### config.mk
export PLATFORM = sky130hd
export DESIGN_NAME = sop_operand_loader_flat
export DESIGN_NICKNAME = d
export VERILOG_FILES = /design/src/rtl/sop_operand_loader_if.sv /design/src/rtl/sop_operand_loader.sv /design/src/flat_wrapper.sv
export SDC_FILE = /design/constraint.sdc
export NUM_CORES = 1
export LEC_CHECK = 0
export ABC_AREA = 1
export BUFFER_PORTS_ARGS = -buffer_cell sky130_fd_sc_hd__buf_2
export CAP_MARGIN = 20
export CORE_UTILIZATION = 40
export CTS_CLUSTER_SIZE = 20
export DETAILED_ROUTE_END_ITERATION = 12
export GPL_TIMING_DRIVEN = 0
export HOLD_SLACK_MARGIN = 0.08
export SLEW_MARGIN = 20
export SYNTH_ARGS = -nofsm -noshare
export SYNTH_HDL_FRONTEND = slang
export SYNTH_SLANG_ARGS = --single-unit
### constraint.sdc
create_clock -name clock -period 2.54 [get_ports clock]
set_input_delay 0.254 -clock clock [delete_from_list [all_inputs] [get_ports clock]]
set_output_delay 0.254 -clock clock [all_outputs]
set_load 0.01 [all_outputs]
### src/rtl/sop_operand_loader_if.sv
// sop_operand_loader_if: serial operand stream in, parallel dataa/datab vectors out
interface sop_operand_loader_if #(
   parameter int WIDTH = 16,
   parameter int NUM   = 9
);
   logic                 weight_reload;
   logic                 in_valid;
   logic                 in_ready;
   logic [WIDTH-1:0]     in_data;
   logic                 data_valid;
   logic [NUM*WIDTH-1:0] dataa;
   logic [NUM*WIDTH-1:0] datab;
   logic                 weights_loaded;
   logic                 nan_seen;
   modport master (
      output weight_reload, in_valid, in_data,
      input  in_ready, data_valid, dataa, datab, weights_loaded, nan_seen
   );
   modport slave (
      input  weight_reload, in_valid, in_data,
      output in_ready, data_valid, dataa, datab, weights_loaded, nan_seen
   );
endinterface

### src/rtl/sop_operand_loader.sv
// sop_operand_loader: serial float words to NUM-wide activation/weight vectors; SOP_LOADER_NAN_FLAG_EN adds sticky nan_seen
module sop_operand_loader #(
   parameter int EXP   = 8,
   parameter int MANT  = 7,
   parameter int WIDTH = 1 + EXP + MANT,
   parameter int NUM   = 9
) (
   input logic clock,
   input logic clock_areset_n,
   sop_operand_loader_if.slave bus
);
   localparam int IW = $clog2(NUM);
   typedef enum logic {LOAD_W, RUN} state_t;
   state_t               state;
   logic                 live, fire, last, dv;
   logic [IW-1:0]        idx;
   logic [NUM*WIDTH-1:0] w, a, w_nxt, a_nxt, da, db;
   // live keeps in_ready low until the first clock after reset release
   assign bus.in_ready       = live & ~bus.weight_reload;
   assign fire               = bus.in_valid & bus.in_ready;
   assign last               = fire & (idx == IW'(NUM - 1));
   assign bus.data_valid     = dv;
   assign bus.dataa          = da;
   assign bus.datab          = db;
   assign bus.weights_loaded = (state == RUN);
   always_comb begin
      w_nxt = w;
      a_nxt = a;
      if (fire && state == LOAD_W) w_nxt[idx*WIDTH +: WIDTH] = bus.in_data;
      if (fire && state == RUN) a_nxt[idx*WIDTH +: WIDTH] = bus.in_data;
   end
   always_ff @(posedge clock or negedge clock_areset_n) begin
      if (!clock_areset_n) begin
         state <= LOAD_W;
         live  <= 1'b0;
         idx   <= '0;
         w     <= '0;
         a     <= '0;
         da    <= '0;
         db    <= '0;
         dv    <= 1'b0;
      end else begin
         live <= 1'b1;
         w    <= w_nxt;
         a    <= a_nxt;
         dv   <= last && state == RUN;
         if (bus.weight_reload) begin
            state <= LOAD_W;
            idx   <= '0;
         end else if (fire) begin
            idx <= last ? '0 : idx + 1'b1;
            if (last && state == LOAD_W) begin
               state <= RUN;
               db    <= w_nxt;
            end
            if (last && state == RUN) da <= a_nxt;
         end
      end
   end
`ifdef SOP_LOADER_NAN_FLAG_EN
   logic nan;
   assign bus.nan_seen = nan;
   always_ff @(posedge clock or negedge clock_areset_n) begin
      if (!clock_areset_n) nan <= 1'b0;
      else nan <= bus.weight_reload ? 1'b0 :
                  nan | (fire & (&bus.in_data[WIDTH-2:MANT]) & (|bus.in_data[MANT-1:0]));
   end
`else
   assign bus.nan_seen = 1'b0;
`endif
endmodule

### src/flat_wrapper.sv
// flat-port wrapper written by rule: the top's interface ports become plain ports
module sop_operand_loader_flat 
#(
   parameter int EXP   = 8,
   parameter int MANT  = 7,
   parameter int WIDTH = 1 + EXP + MANT,
   parameter int NUM   = 9
)
  (clock, clock_areset_n, bus_weight_reload, bus_in_valid, bus_in_data, bus_in_ready, bus_data_valid, bus_dataa, bus_datab, bus_weights_loaded, bus_nan_seen);
  sop_operand_loader_if #(.WIDTH(WIDTH), .NUM(NUM)) bus_i ();
  input logic clock;
  input logic clock_areset_n;
  input wire logic [$bits(bus_i.weight_reload)-1:0] bus_weight_reload;
  input wire logic [$bits(bus_i.in_valid)-1:0] bus_in_valid;
  input wire logic [$bits(bus_i.in_data)-1:0] bus_in_data;
  output wire logic [$bits(bus_i.in_ready)-1:0] bus_in_ready;
  output wire logic [$bits(bus_i.data_valid)-1:0] bus_data_valid;
  output wire logic [$bits(bus_i.dataa)-1:0] bus_dataa;
  output wire logic [$bits(bus_i.datab)-1:0] bus_datab;
  output wire logic [$bits(bus_i.weights_loaded)-1:0] bus_weights_loaded;
  output wire logic [$bits(bus_i.nan_seen)-1:0] bus_nan_seen;
  assign bus_i.weight_reload = bus_weight_reload;
  assign bus_i.in_valid = bus_in_valid;
  assign bus_i.in_data = bus_in_data;
  assign bus_in_ready = bus_i.in_ready;
  assign bus_data_valid = bus_i.data_valid;
  assign bus_dataa = bus_i.dataa;
  assign bus_datab = bus_i.datab;
  assign bus_weights_loaded = bus_i.weights_loaded;
  assign bus_nan_seen = bus_i.nan_seen;
  sop_operand_loader #(.EXP(EXP), .MANT(MANT), .WIDTH(WIDTH), .NUM(NUM)) u_core (.clock(clock), .clock_areset_n(clock_areset_n), .bus(bus_i));
endmodule
Word level (Yosys, flattened, before mapping)
Index checks and enable logic that the tools add are counted.
- flip-flop bits (word level): 583
- bits in latches: 0
- bits in writable memories: 0
- ROM bits: 0
- output and inout bits: 292
- logic and storage cells: 37
- memories kept: 0
- $add $sub $neg: 2
- $mul: 0
- divide/modulo/power cells: 0
- order comparisons: 0
- equality and inequality tests: 1
- shift operators: 2
- muxes and demuxes: 10
- bitwise operators: 5
- reductions and logical operators: 9
- operators with widths (kind ; number):
    $bwmux 144 ; 2
    $mux 144 ; 2
    $shift 16x34->144 const A ; 1
    $shiftx 16x34->144 ; 1
    $neg 8->34 ; 1
    $mux 4 ; 3
    $reduce_and 3->1 ; 2
    $add 4x1->4 const B ; 1
    $eq 4x4->1 const B ; 1
    $logic_and 1x1->1 ; 4
    $reduce_bool 2->1 ; 2
    $and 1x1->1 ; 3
    $mux 1 ; 3
    $not 1->1 ; 2
    $reduce_and 2->1 ; 1

Longest topological paths before layout
Gate-level depths: netlist of run 1.
- word-level depth: 8
- gate-level depth with buffers: 14
- mapped depth without buffers: 12

Worst setup path after synthesis of run 1
No wires, ideal clock.
- path kind: reg-to-reg
- start: register u_core.idx[2]
- end: register u_core.a[10]
- library setup time: 119 ps
- arrival: 2106 ps
- data required time: 2421 ps
- path slack: 315 ps
- cell stages (with the launch flop): 14
- path buffers: 2
- clock period less this slack: 2225 ps
- cell sequence: dfrtp_1 -> buf_2 -> nor2_1 -> nand2_1 -> inv_1 -> ha_1 -> inv_1 -> nand2_1 -> nor3_1 -> nand3_1 -> inv_2 -> buf_4 -> nand2_1 -> and2_1
- longest elaborated chain between the ends: 4
- elaborated cells between the ends (all ways): 5
- those cells by class: add/sub (1); shift (2); mux (2)
- ends and longest elaborated chain (element ; RTL line ; RTL):
    from (decl) ; sop_operand_loader.sv:16 ; logic [IW-1:0] idx;
    from (signal assigned) ; sop_operand_loader.sv:51 ; idx <= last ? '0 : idx + 1'b1;
    $neg 8->34 (*) ; sop_operand_loader.sv:30 ; if (fire && state == RUN) a_nxt[idx*WIDTH +: WIDTH] = bus.in_data;
    $shiftx 16x34->144 or $shift 16x34->144 (tied branches) ; sop_operand_loader.sv:30 ;
    $bwmux 144 (*) ; sop_operand_loader.sv:30 ;
    $mux 144 (*) ; sop_operand_loader.sv:30 ;
    net u_core.a_nxt[10] ; sop_operand_loader.sv:17 ; logic [NUM*WIDTH-1:0] w, a, w_nxt, a_nxt, da, db;
    to (signal assigned) ; sop_operand_loader.sv:45 ; a <= a_nxt;
    to (decl) ; sop_operand_loader.sv:17 ;
Mark *: on every way through the listed nets, which the timed path passes. The rest lies on a longest branch.
A chain may end at the register's enable or synchronous reset.

Final worst setup path of run 1
- start: register u_core.idx[2]
- end: register u_core.db[127] (netlist: u_core.bus.datab[127])
- longest elaborated chain between the ends: 4
- elaborated cells between the ends (all ways): 9
- those cells by class: add/sub (1); eq/ne (1); shift (2); mux (2); bitwise (1); reduce/logical (2)
- ends and longest elaborated chain (element ; RTL line ; RTL):
    $neg 8->34 or $eq 4x4->1 (tied branches) ; sop_operand_loader.sv:29, sop_operand_loader.sv:21 ;
    $shiftx 16x34->144 (tied with other cells) ; sop_operand_loader.sv:29 ; if (fire && state == LOAD_W) w_nxt[idx*WIDTH +: WIDTH] = bus.in_data;
    $bwmux 144 or $logic_and 1x1->1 (tied branches) ; sop_operand_loader.sv:29, sop_operand_loader.sv:52 ;
    $mux 144 or $reduce_and 3->1 (tied branches) ; n/a ;
    to (signal assigned) ; sop_operand_loader.sv:54 ; db <= w_nxt;
    to (decl) ; sop_operand_loader.sv:17 ;
Several ways; a longest one is shown, not always the timed one.

==> impl_metrics.yaml, run 1 <==
timing:
  slew_viol_final: 0
  slew_headroom: 0.5834
  period_minus_slack_ps: 2471
  setup_viol: 0
  worst_pin_slew_ps: 624.9
  fin_ws_ps: 69.02
  max_freq_mhz: 404.7
  period_share: 0.9728
  rsz0062_at_grt: "true"
  hold_viol_final: 0
  skew_ps: 9.541
finish:
  final_common_cell: "nand2_1"
  nets: 3417
  mostFrequentLayoutCells: "nand2_1, dfrtp_1, nand3_1, buf_2, inv_1"
  multi_input_comb_area_um2: 8914
  regArea_um2: 14590
  n_fill_cell: 6179
  final_area_um2: 30870
  syn_to_final_growth_pct: 21.43
  drive_gt1_frac: 0.1815
setup_path:
  required_ps: 3090
  critPathSlowestCell: "dfrtp_1"
  endpoint_kind: "register"
  path_depth: 14
  cp_common_cell: "nand2_1"
  worst_path_dominant_cell_family: "simple AND/OR/NAND/NOR gates"
  path_cells: "buf_2 -> nor2_4 -> nand2_1 -> inv_1 -> ha_1 -> nand2_1 -> nor2_4 -> inv_2 -> nor2_4 -> nand2_2 -> buf_2 -> nand2_1 -> nand3_1 -> nand2_1"
  timing.reg2reg.worst_path_depth: 14
  path_max_fanout: 10
  cp.arrival_ps: 3020
  slowest_delay_ps: 310
  setup.worst_path.class: "register to register"
  critPathBufInv: 4
  start_kind: "register"
grt:
  gr-total-overflow: 0
  grt_start_max_net_pins: 98
  antenna_found_initial: 12
  grt_pass1_wl_um: 121700
  grt_pass1_vias: 19781
  groute.usage.overall: 0.2534
route:
  num_vias: 20868
  route.antenna.remaining_nets: 0
  drt_wl_total_um: 82030
  drc_errors: 0
  wire_per_inst_um: 19.11
  dr.first_iter.drc_count: 1596
  first_pass_iters: 6
  vias_per_cell: 4.861
place:
  port_buffers: 310
  hpwl_um: 59040
  gp_congestion: 0.9368
  dpl_cell_area_um2: 28240
  pre_cts_ws_ps: -800.6
synthesis:
  synth_top_cell_by_area: "dfrtp_1"
  synth_cell_types: 26
  ys_seq_elements: 583
  synth_ff_type: "dfrtp_1"
  syn_inst: 2982
  async_reset_ff_frac: 1.000
  seq_area_frac_synth: 0.5738
  yosysWarnings: 0
  synth_top_area_share: 0.5738
  synth_edf_count: 0
  synth_area_um2: 25420
  synthesis.nets: 3005
  yosys-top-cells-area: "dfrtp_1, nand2_1, nand3_1, and2_1, inv_1"
  avgSynthCellArea_um2: 8.526
power:
  leakage_nw: 16.13
  power_density_nw_per_um2: 682.0
  ir_drop_v: 0.0004883
job:
  drv_cap: 0
die:
  die_h_um: 254.1
  core-area_um2: 62970
  rows: 92
  start_util: 0.4038
  io_pins: 312
  die_w_um: 254.1
  die_area_um2: 64570
cts:
  root_buffer: "clkbuf_16"
  clockBufferDepth: 3
  numCtsBuffers: 61
  htreeDepth: 2
  path_clk_slew_ps: 70
  cts_sinks: 583
  cts_tree: "yes"
  clock_latency_ps: 620
status:
  status: "completed"
hold_path:
  hp-class: "input pin to register"
  min_path_cells: 5
==> area by class of cell <==
type                    instances  share of cell area
diodes                          3           0.0002432
inverters                     361             0.04414
clock inverters                20            0.007376
repair buffers                352             0.06586
clock buffers                  93             0.05917
multi-input cells            1883              0.2887
well taps                     846             0.03429
plain buffers                 152             0.02756
flip-flops and latches        583              0.4726
==> cell usage after synthesis (4+ instances only) <==
library cell,n
nand3_1,523
and2_1,280
nor2_2,6
inv_2,11
clkbuf_1,54
o21ai_0,6
nor2_1,42
nor2_4,5
nand4_1,77
dfrtp_1,583
inv_1,350
buf_4,4
nand2_1,923
nand2_2,4
buf_1,7
buf_2,90
==> tightest hold or removal path, cell delays in order <==
cell and delay (ps):
buf_2 140, nand3_1 120, nand2_1 70, nand3_1 70, nand2_1 40
==> through the flow <==
stage | std cells | power (mW) | setup TNS (ps) | hold WS (ps) | util
2_1_floorplan | 2982 | 11.04 | 0 | -41.59 | -
3_3_place_gp | 4138 | 11.92 | -6720170 | 459.3 | 0.4452
3_5_place_dp | 4145 | 11.98 | -128320 | 173.0 | 0.4485
4_1_cts | 4272 | 21.19 | -9058 | 84.20 | 0.4839
5_1_grt | 4290 | 21.82 | -330.9 | 122.8 | 0.4902
6_report | 4293 | 21.05 | 0 | 109.2 | 0.4903
==> state kept, by name, summed over array words and instances, names as in the netlist <==
name and cells:
u_core.a 144, u_core.bus.data_valid 1, u_core.bus.dataa 144, u_core.bus.datab 144, u_core.bus.weights_loaded 1, u_core.idx 4, u_core.live 1, u_core.w 144
==> path summary, 6_finish.rpt <==
path,start,end,slack (ps)
min in group asynchronous,clock_areset_n,u_core.bus.datab[58]$_DFFE_PN0P_,120
min reg2reg,u_core.bus.datab[25]$_DFFE_PN0P_,u_core.bus.datab[25]$_DFFE_PN0P_,470
min,bus_in_data[0],u_core.bus.dataa[0]$_DFFE_PN0P_,110
max,u_core.idx[2]$_DFFE_PN0P_,u_core.bus.datab[127]$_DFFE_PN0P_,70
max in group asynchronous,clock_areset_n,u_core.bus.dataa[11]$_DFFE_PN0P_,800
max reg2reg,u_core.idx[2]$_DFFE_PN0P_,u_core.bus.datab[127]$_DFFE_PN0P_,70
==> metal layers <==
metal | GRT usage | wire, µm | vias up
li1 | - | - | 10136
met1 | 0.3578 | 37020 | 9997
met2 | 0.3944 | 37560 | 589
met3 | 0.04179 | 4902 | 134
met4 | 0.08726 | 2475 | 12
met5 | 0 | 71 | -
==> power breakdown <==
group,switching [mW],internal [mW]
clock network,3.75,5.43
logic,1.16,0.640
registers,0.295,9.78
==> logic make-up after synthesis <==
logic type,after synthesis,synth area share
flip-flops,583,0.5738
other,2,0.0002954
XOR/XNOR,3,0.001034
adder cells (fa/ha/maj),3,0.001477
AO/OA/AOI/OAI,10,0.002116
buffers and inverters,517,0.08165
AND/OR/NAND/NOR,1864,0.3396
==> timing repair <==
| action | 4_1_cts | 5_1_grt |
|---|---|---|
| hold buffers | 5 | 0 |
| setup endpoints to repair | 365 | 553 |
| setup buffers | 9 | 21 |
| endpoints found under the hold margin | 307 | 0 |
| gates cloned | 0 | 1 |
| pin swaps | 6 | 14 |
| resized for setup | 30 | 111 |
Power figures use the tool's default switching activity.
==> run 2: changes to the inputs <==
--- a/config.mk
+++ b/config.mk
@@ -8,6 +8,7 @@
 export ABC_AREA = 1
 export BUFFER_PORTS_ARGS = -buffer_cell sky130_fd_sc_hd__buf_2
 export CAP_MARGIN = 20
+export CORE_MARGIN = 2
 export CORE_UTILIZATION = 40
 export CTS_CLUSTER_SIZE = 20
 export DETAILED_ROUTE_END_ITERATION = 12
==> impl_metrics.yaml, run 2 (synthesized netlist as in run 1, its figures left out) <==
grt:
  grt_pass1_vias: 20001
  gr-total-overflow: 0
  antenna_found_initial: 11
  grt_pass1_wl_um: 123300
  grt_start_max_net_pins: 98
  groute.usage.overall: 0.2475
status:
  status: "completed"
place:
  gp_congestion: 0.9267
  hpwl_um: 58850
  port_buffers: 310
  pre_cts_ws_ps: -742.9
  post-place-cells: 4144
die:
  die_h_um: 256.1
  rows: 92
  die_w_um: 256.1
  die_area_um2: 65590
  start_util: 0.4038
  core-area_um2: 62970
  io_pins: 312
route:
  dr.first_iter.drc_count: 1898
  num_vias: 20978
  dr_wl_met3_um: 5469
  first_pass_iters: 7
  drc_errors: 0
  drt_wl_total_um: 82320
  routed.top_layer: "met5"
  route.antenna.remaining_nets: 0
  dr_wl_met2_um: 37060
  wirelength_met1_um: 36950
  vias_per_cell: 4.879
  wire_per_inst_um: 19.14
cts:
  cts_sinks: 583
  clockBufferDepth: 3
  root_buffer: "clkbuf_16"
  path_clk_slew_ps: 60
  numCtsBuffers: 60
  clock_latency_ps: 630
  cts_tree: "yes"
  htreeDepth: 2
setup_path:
  cp.arrival_ps: 2960
  path_max_fanout: 10
  slowest_delay_ps: 450
  start_kind: "register"
  endpoint_kind: "register"
  required_ps: 3070
  path_cells: "inv_2 -> ha_4 -> inv_1 -> nand2_1 -> nand2_1 -> nor2_4 -> inv_2 -> nor2_4 -> buf_2 -> nand3_1 -> nand3_1 -> nand2_1"
  critPathSlowestCell: "dfrtp_2"
  cp_common_cell: "nand2_1"
  setup.worst_path.class: "register to register"
timing:
  slew_viol_final: 0
  hold_viol_final: 0
  slew_headroom: 0.5871
  setup_viol: 0
  tns_ps: 0
  worst_pin_slew_ps: 619.3
  fin_ws_ps: 110.9
  period_share: 0.9563
  max_freq_mhz: 411.7
  period_minus_slack_ps: 2429
  skew_ps: 19.11
power:
  power.internal_mw: 15.86
  power_density_nw_per_um2: 682.8
  pwr-share-comb: 0.086
  leakage_nw: 16.20
  pwr-share-clk: 0.438
  switching_share: 0.2496
  ir_drop_v: 0.0005034
  seq_power_share: 0.476
  switchingPower_mw: 5.274
job:
  drv_cap: 0
hold_path:
  hp-class: "input pin to register"
finish:
  fin_cells: 4300
  n_fill_cell: 6159
  nets: 3424
  drive_gt1_frac: 0.1805
  mostFrequentLayoutCells: "nand2_1, dfrtp_1, nand3_1, buf_2, inv_1"
  syn_to_final_growth_pct: 21.71
  final_common_cell: "nand2_1"
[run 2: metal layers]
metal  GRT usage  up-vias
li1            -    10147
met1      0.3481    10026
met2      0.3826      644
met3     0.05080      149
met4     0.08171       12
met5           0        -
[run 2: metrics by stage]
step / util / power (mW) / hold WS (ps) / cell area [µm²]
2_1_floorplan: - / 11.04 / -41.59 / 25420
3_3_place_gp: 0.4452 / 11.92 / 458.6 / 28030
3_5_place_dp: 0.4480 / 11.97 / 241.1 / 28210
4_1_cts: 0.4841 / 21.23 / 81.85 / 30480
5_1_grt: 0.4914 / 21.92 / 118.4 / 30940
6_report: 0.4914 / 21.13 / 111.2 / 30940
[run 2: cell type report]
cell class                 count  area (µm²)  share of cell area
sequential                   583       14590              0.4715
tap                          846        1059             0.03421
timing repair buffer         358        2074             0.06704
buffer                       154       862.1             0.02786
clock inverter                23       277.8            0.008977
antenna                        3       7.507           0.0002426
inverter                     361        1360             0.04395
clock buffer                  89        1782             0.05758
multi-input combinational   1883        8931              0.2886
[run 2: power by group through the flow]
stage               clock, mW  combinational [mW]  sequential [mW]
floorplan                   0               0.722             10.3
global placement            0                1.69             10.2
detailed placement          0                1.75             10.2
CTS                      9.40                1.77             10.1
global route             9.79                2.02             10.1
finish                   9.25                1.81             10.1
[run 2: path summary, 6_finish.rpt]
path | start | endpoint | slack (ps) | depth (start not counted)
hold / removal | bus_in_data[2] | u_core.bus.datab[2]$_DFFE_PN0P_ | 110 | 5
hold reg to reg | u_core.bus.dataa[120]$_DFFE_PN0P_ | u_core.bus.dataa[120]$_DFFE_PN0P_ | 470 | 2
setup / recovery | u_core.idx[0]$_DFFE_PN0P_ | u_core.bus.dataa[21]$_DFFE_PN0P_ | 110 | 12
max in group asynchronous | clock_areset_n | u_core.bus.dataa[45]$_DFFE_PN0P_ | 640 | 5
setup reg to reg | u_core.idx[0]$_DFFE_PN0P_ | u_core.bus.dataa[21]$_DFFE_PN0P_ | 110 | 12
min in group asynchronous | clock_areset_n | u_core.bus.datab[58]$_DFFE_PN0P_ | 150 | 2
[run 2: repair_timing]
item,in CTS,in global routing
resized for setup,30,102
gates cloned,0,1
pin swaps,8,21
hold buffers,5,0
setup endpoints to repair,384,550
endpoints found under the hold margin,121,0
setup buffers,13,24
[run 2: critical path: cells and delay by family (launching register included)]
family / cells / cell delay [ps]
and+or+nand+nor: 7 / 1020
buffers and inverters: 4 / 650
DFF: 1 / 450
adders and majority gates: 1 / 200
==> run 3: changes to the inputs <==
--- a/config.mk
+++ b/config.mk
@@ -14,6 +14,8 @@
 export DETAILED_ROUTE_END_ITERATION = 12
 export GPL_TIMING_DRIVEN = 0
 export HOLD_SLACK_MARGIN = 0.08
+export PLACE_DENSITY = 0.62
+export SKIP_LAST_GASP = 1
 export SLEW_MARGIN = 20
 export SYNTH_ARGS = -nofsm -noshare
 export SYNTH_HDL_FRONTEND = slang
==> constraint.sdc (replaced) <==
create_clock -name clock -period 2.15 [get_ports clock]
set_input_delay 0.215 -clock clock [delete_from_list [all_inputs] [get_ports clock]]
set_output_delay 0.215 -clock clock [all_outputs]
set_load 0.01 [all_outputs]
==> impl_metrics.yaml, run 3 (synthesized netlist as in run 1, its figures left out) <==
status:
  status: "complete, but fails checks"
  violations: "setup timing"
die:
  die_w_um: 256.1
  io_pins: 312
  rows: 92
  core-area_um2: 62970
  die_h_um: 256.1
  start_util: 0.4038
  die_area_um2: 65590
timing:
  hold_viol_final: 0
  worst_pin_slew_ps: 510.9
  period_share: 1.009
  fin_ws_ps: -18.92
  rsz0062_at_grt: "true"
  slew_viol_final: 0
  skew_ps: 15.45
  period_minus_slack_ps: 2169
  slew_headroom: 0.6594
  max_freq_mhz: 461.1
  setup_viol: 3
job:
  drv_cap: 0
finish:
  syn_to_final_growth_pct: 27.97
  mostFrequentLayoutCells: "nand2_1, dfrtp_1, nand3_1, inv_1, buf_2"
  final_common_cell: "nand2_1"
  n_fill_cell: 5943
  post-route-util: 0.5167
  drive_gt1_frac: 0.2404
  nets: 3454
route:
  route.antenna.remaining_nets: 0
  vias_per_cell: 4.895
  first_pass_iters: 6
  wire_per_inst_um: 19.39
  dr.first_iter.drc_count: 2001
  drc_errors: 0
  drt_wl_total_um: 84050
  num_vias: 21217
grt:
  grt_start_max_net_pins: 95
  grt_pass1_vias: 20201
  gr-total-overflow: 0
  groute.usage.overall: 0.2514
  grt_pass1_wl_um: 125600
  antenna_found_initial: 8
hold_path:
  hp-class: "input pin to asynchronous set/reset pin"
setup_path:
  timing.reg2reg.worst_path_depth: 11
  reg2reg_slack_ps: -20
  reg2reg_from: "u_core.idx[1]$_DFFE_PN0P_"
  required_ps: 2680
  r2r_end: "u_core.bus.datab[78]$_DFFE_PN0P_"
  cp.arrival_ps: 2700
  setup.worst_path.class: "register to register"
  path_max_fanout: 10
  start_kind: "register"
  endpoint_kind: "register"
place:
  gp_congestion: 0.9256
  hpwl_um: 58870
  port_buffers: 310
  pre_cts_ws_ps: -1048
cts:
  numCtsBuffers: 61
  cts_tree: "yes"
  root_buffer: "clkbuf_16"
  clock_latency_ps: 640
  cts_sinks: 583
  clockBufferDepth: 3
  htreeDepth: 2
  path_clk_slew_ps: 60
power:
  ir_drop_v: 0.0005733
  leakage_nw: 16.73
  power_density_nw_per_um2: 772.1
==> run 3: final cells by class <==
class	instances	area [µm²]	share of cell area
inverters	361	1375	0.04226
diodes	6	15.01	0.0004615
flip-flops and latches	583	14590	0.4484
clock inverters	24	270.3	0.008307
repair buffers	391	2440	0.07499
multi-input cells	1882	9684	0.2977
plain buffers	151	1304	0.04007
well taps	846	1059	0.03253
clock buffers	90	1798	0.05526
==> run 3: critical path, cell delays in order (launching register included) <==
cell and delay, ps:
dfrtp_1 450, inv_2 90, ha_4 190, nand2_1 180, nand2_4 130, nor2_4 170, nand2_1 130, nor2_4 230
buf_6 180, nand3_1 130, nand3_1 130, nand2_1 60
==> run 3: metal layers <==
metal | global-route usage | vias up | part of all wire
met5 | 0 | - | 0.00017
met4 | 0.06335 | 2 | 0.026
met3 | 0.05199 | 140 | 0.074
met2 | 0.3914 | 680 | 0.46
met1 | 0.3586 | 10185 | 0.44
li1 | - | 10210 | -
==> run 3: through the flow <==
stage                     power [mW]  TNS (ps)  hold slack, ps  instances  cell area, µm²
after detailed placement       14.16   -310540           221.6       4144           28220
after CTS                      25.15    -75.50           89.51       4311           31360
after global placement         14.09  -7079540           459.1       4138           28050
after global routing           26.09     -6694           109.1       4328           32520
final                          25.12    -30.79           99.78       4334           32540
after floorplan                13.05         0          -80.59       2982           25440
==> run 3: repair_timing <==
item / in CTS / in global routing
resized for setup: 208 / 296
setup endpoints to repair: 578 / 565
hold buffers: 8 / 0
buffers inserted: 46 / 12
hold endpoints to repair: 140 / 0
gates cloned: 2 / 7
pin swaps: 27 / 48
==> run 3: worst max-delay path by stage <==
stage | startpoint | end | slack [ps]
floorplan | u_core.idx[2]$_DFFE_PN0P_ | u_core.a[10]$_DFF_PN0_ | 20
global placement | clock_areset_n | u_core.bus.dataa[9]$_DFFE_PN0P_ | -11650
detailed placement | u_core.idx[0]$_DFFE_PN0P_ | u_core.bus.datab[94]$_DFFE_PN0P_ | -1050
CTS | u_core.live$_DFF_PN0_ | u_core.bus.datab[65]$_DFFE_PN0P_ | -20
global route | u_core.idx[2]$_DFFE_PN0P_ | u_core.bus.datab[63]$_DFFE_PN0P_ | -120
finish | u_core.idx[1]$_DFFE_PN0P_ | u_core.bus.datab[78]$_DFFE_PN0P_ | -20
==> run 3: where the power goes <==
group | leakage (nW) | switching, mW | internal [mW] | total [mW]
Combinational | 9.33 | 1.50 | 0.857 | 2.35
Sequential | 6.39 | 0.332 | 11.6 | 11.9
Clock | 1.01 | 4.51 | 6.38 | 10.9
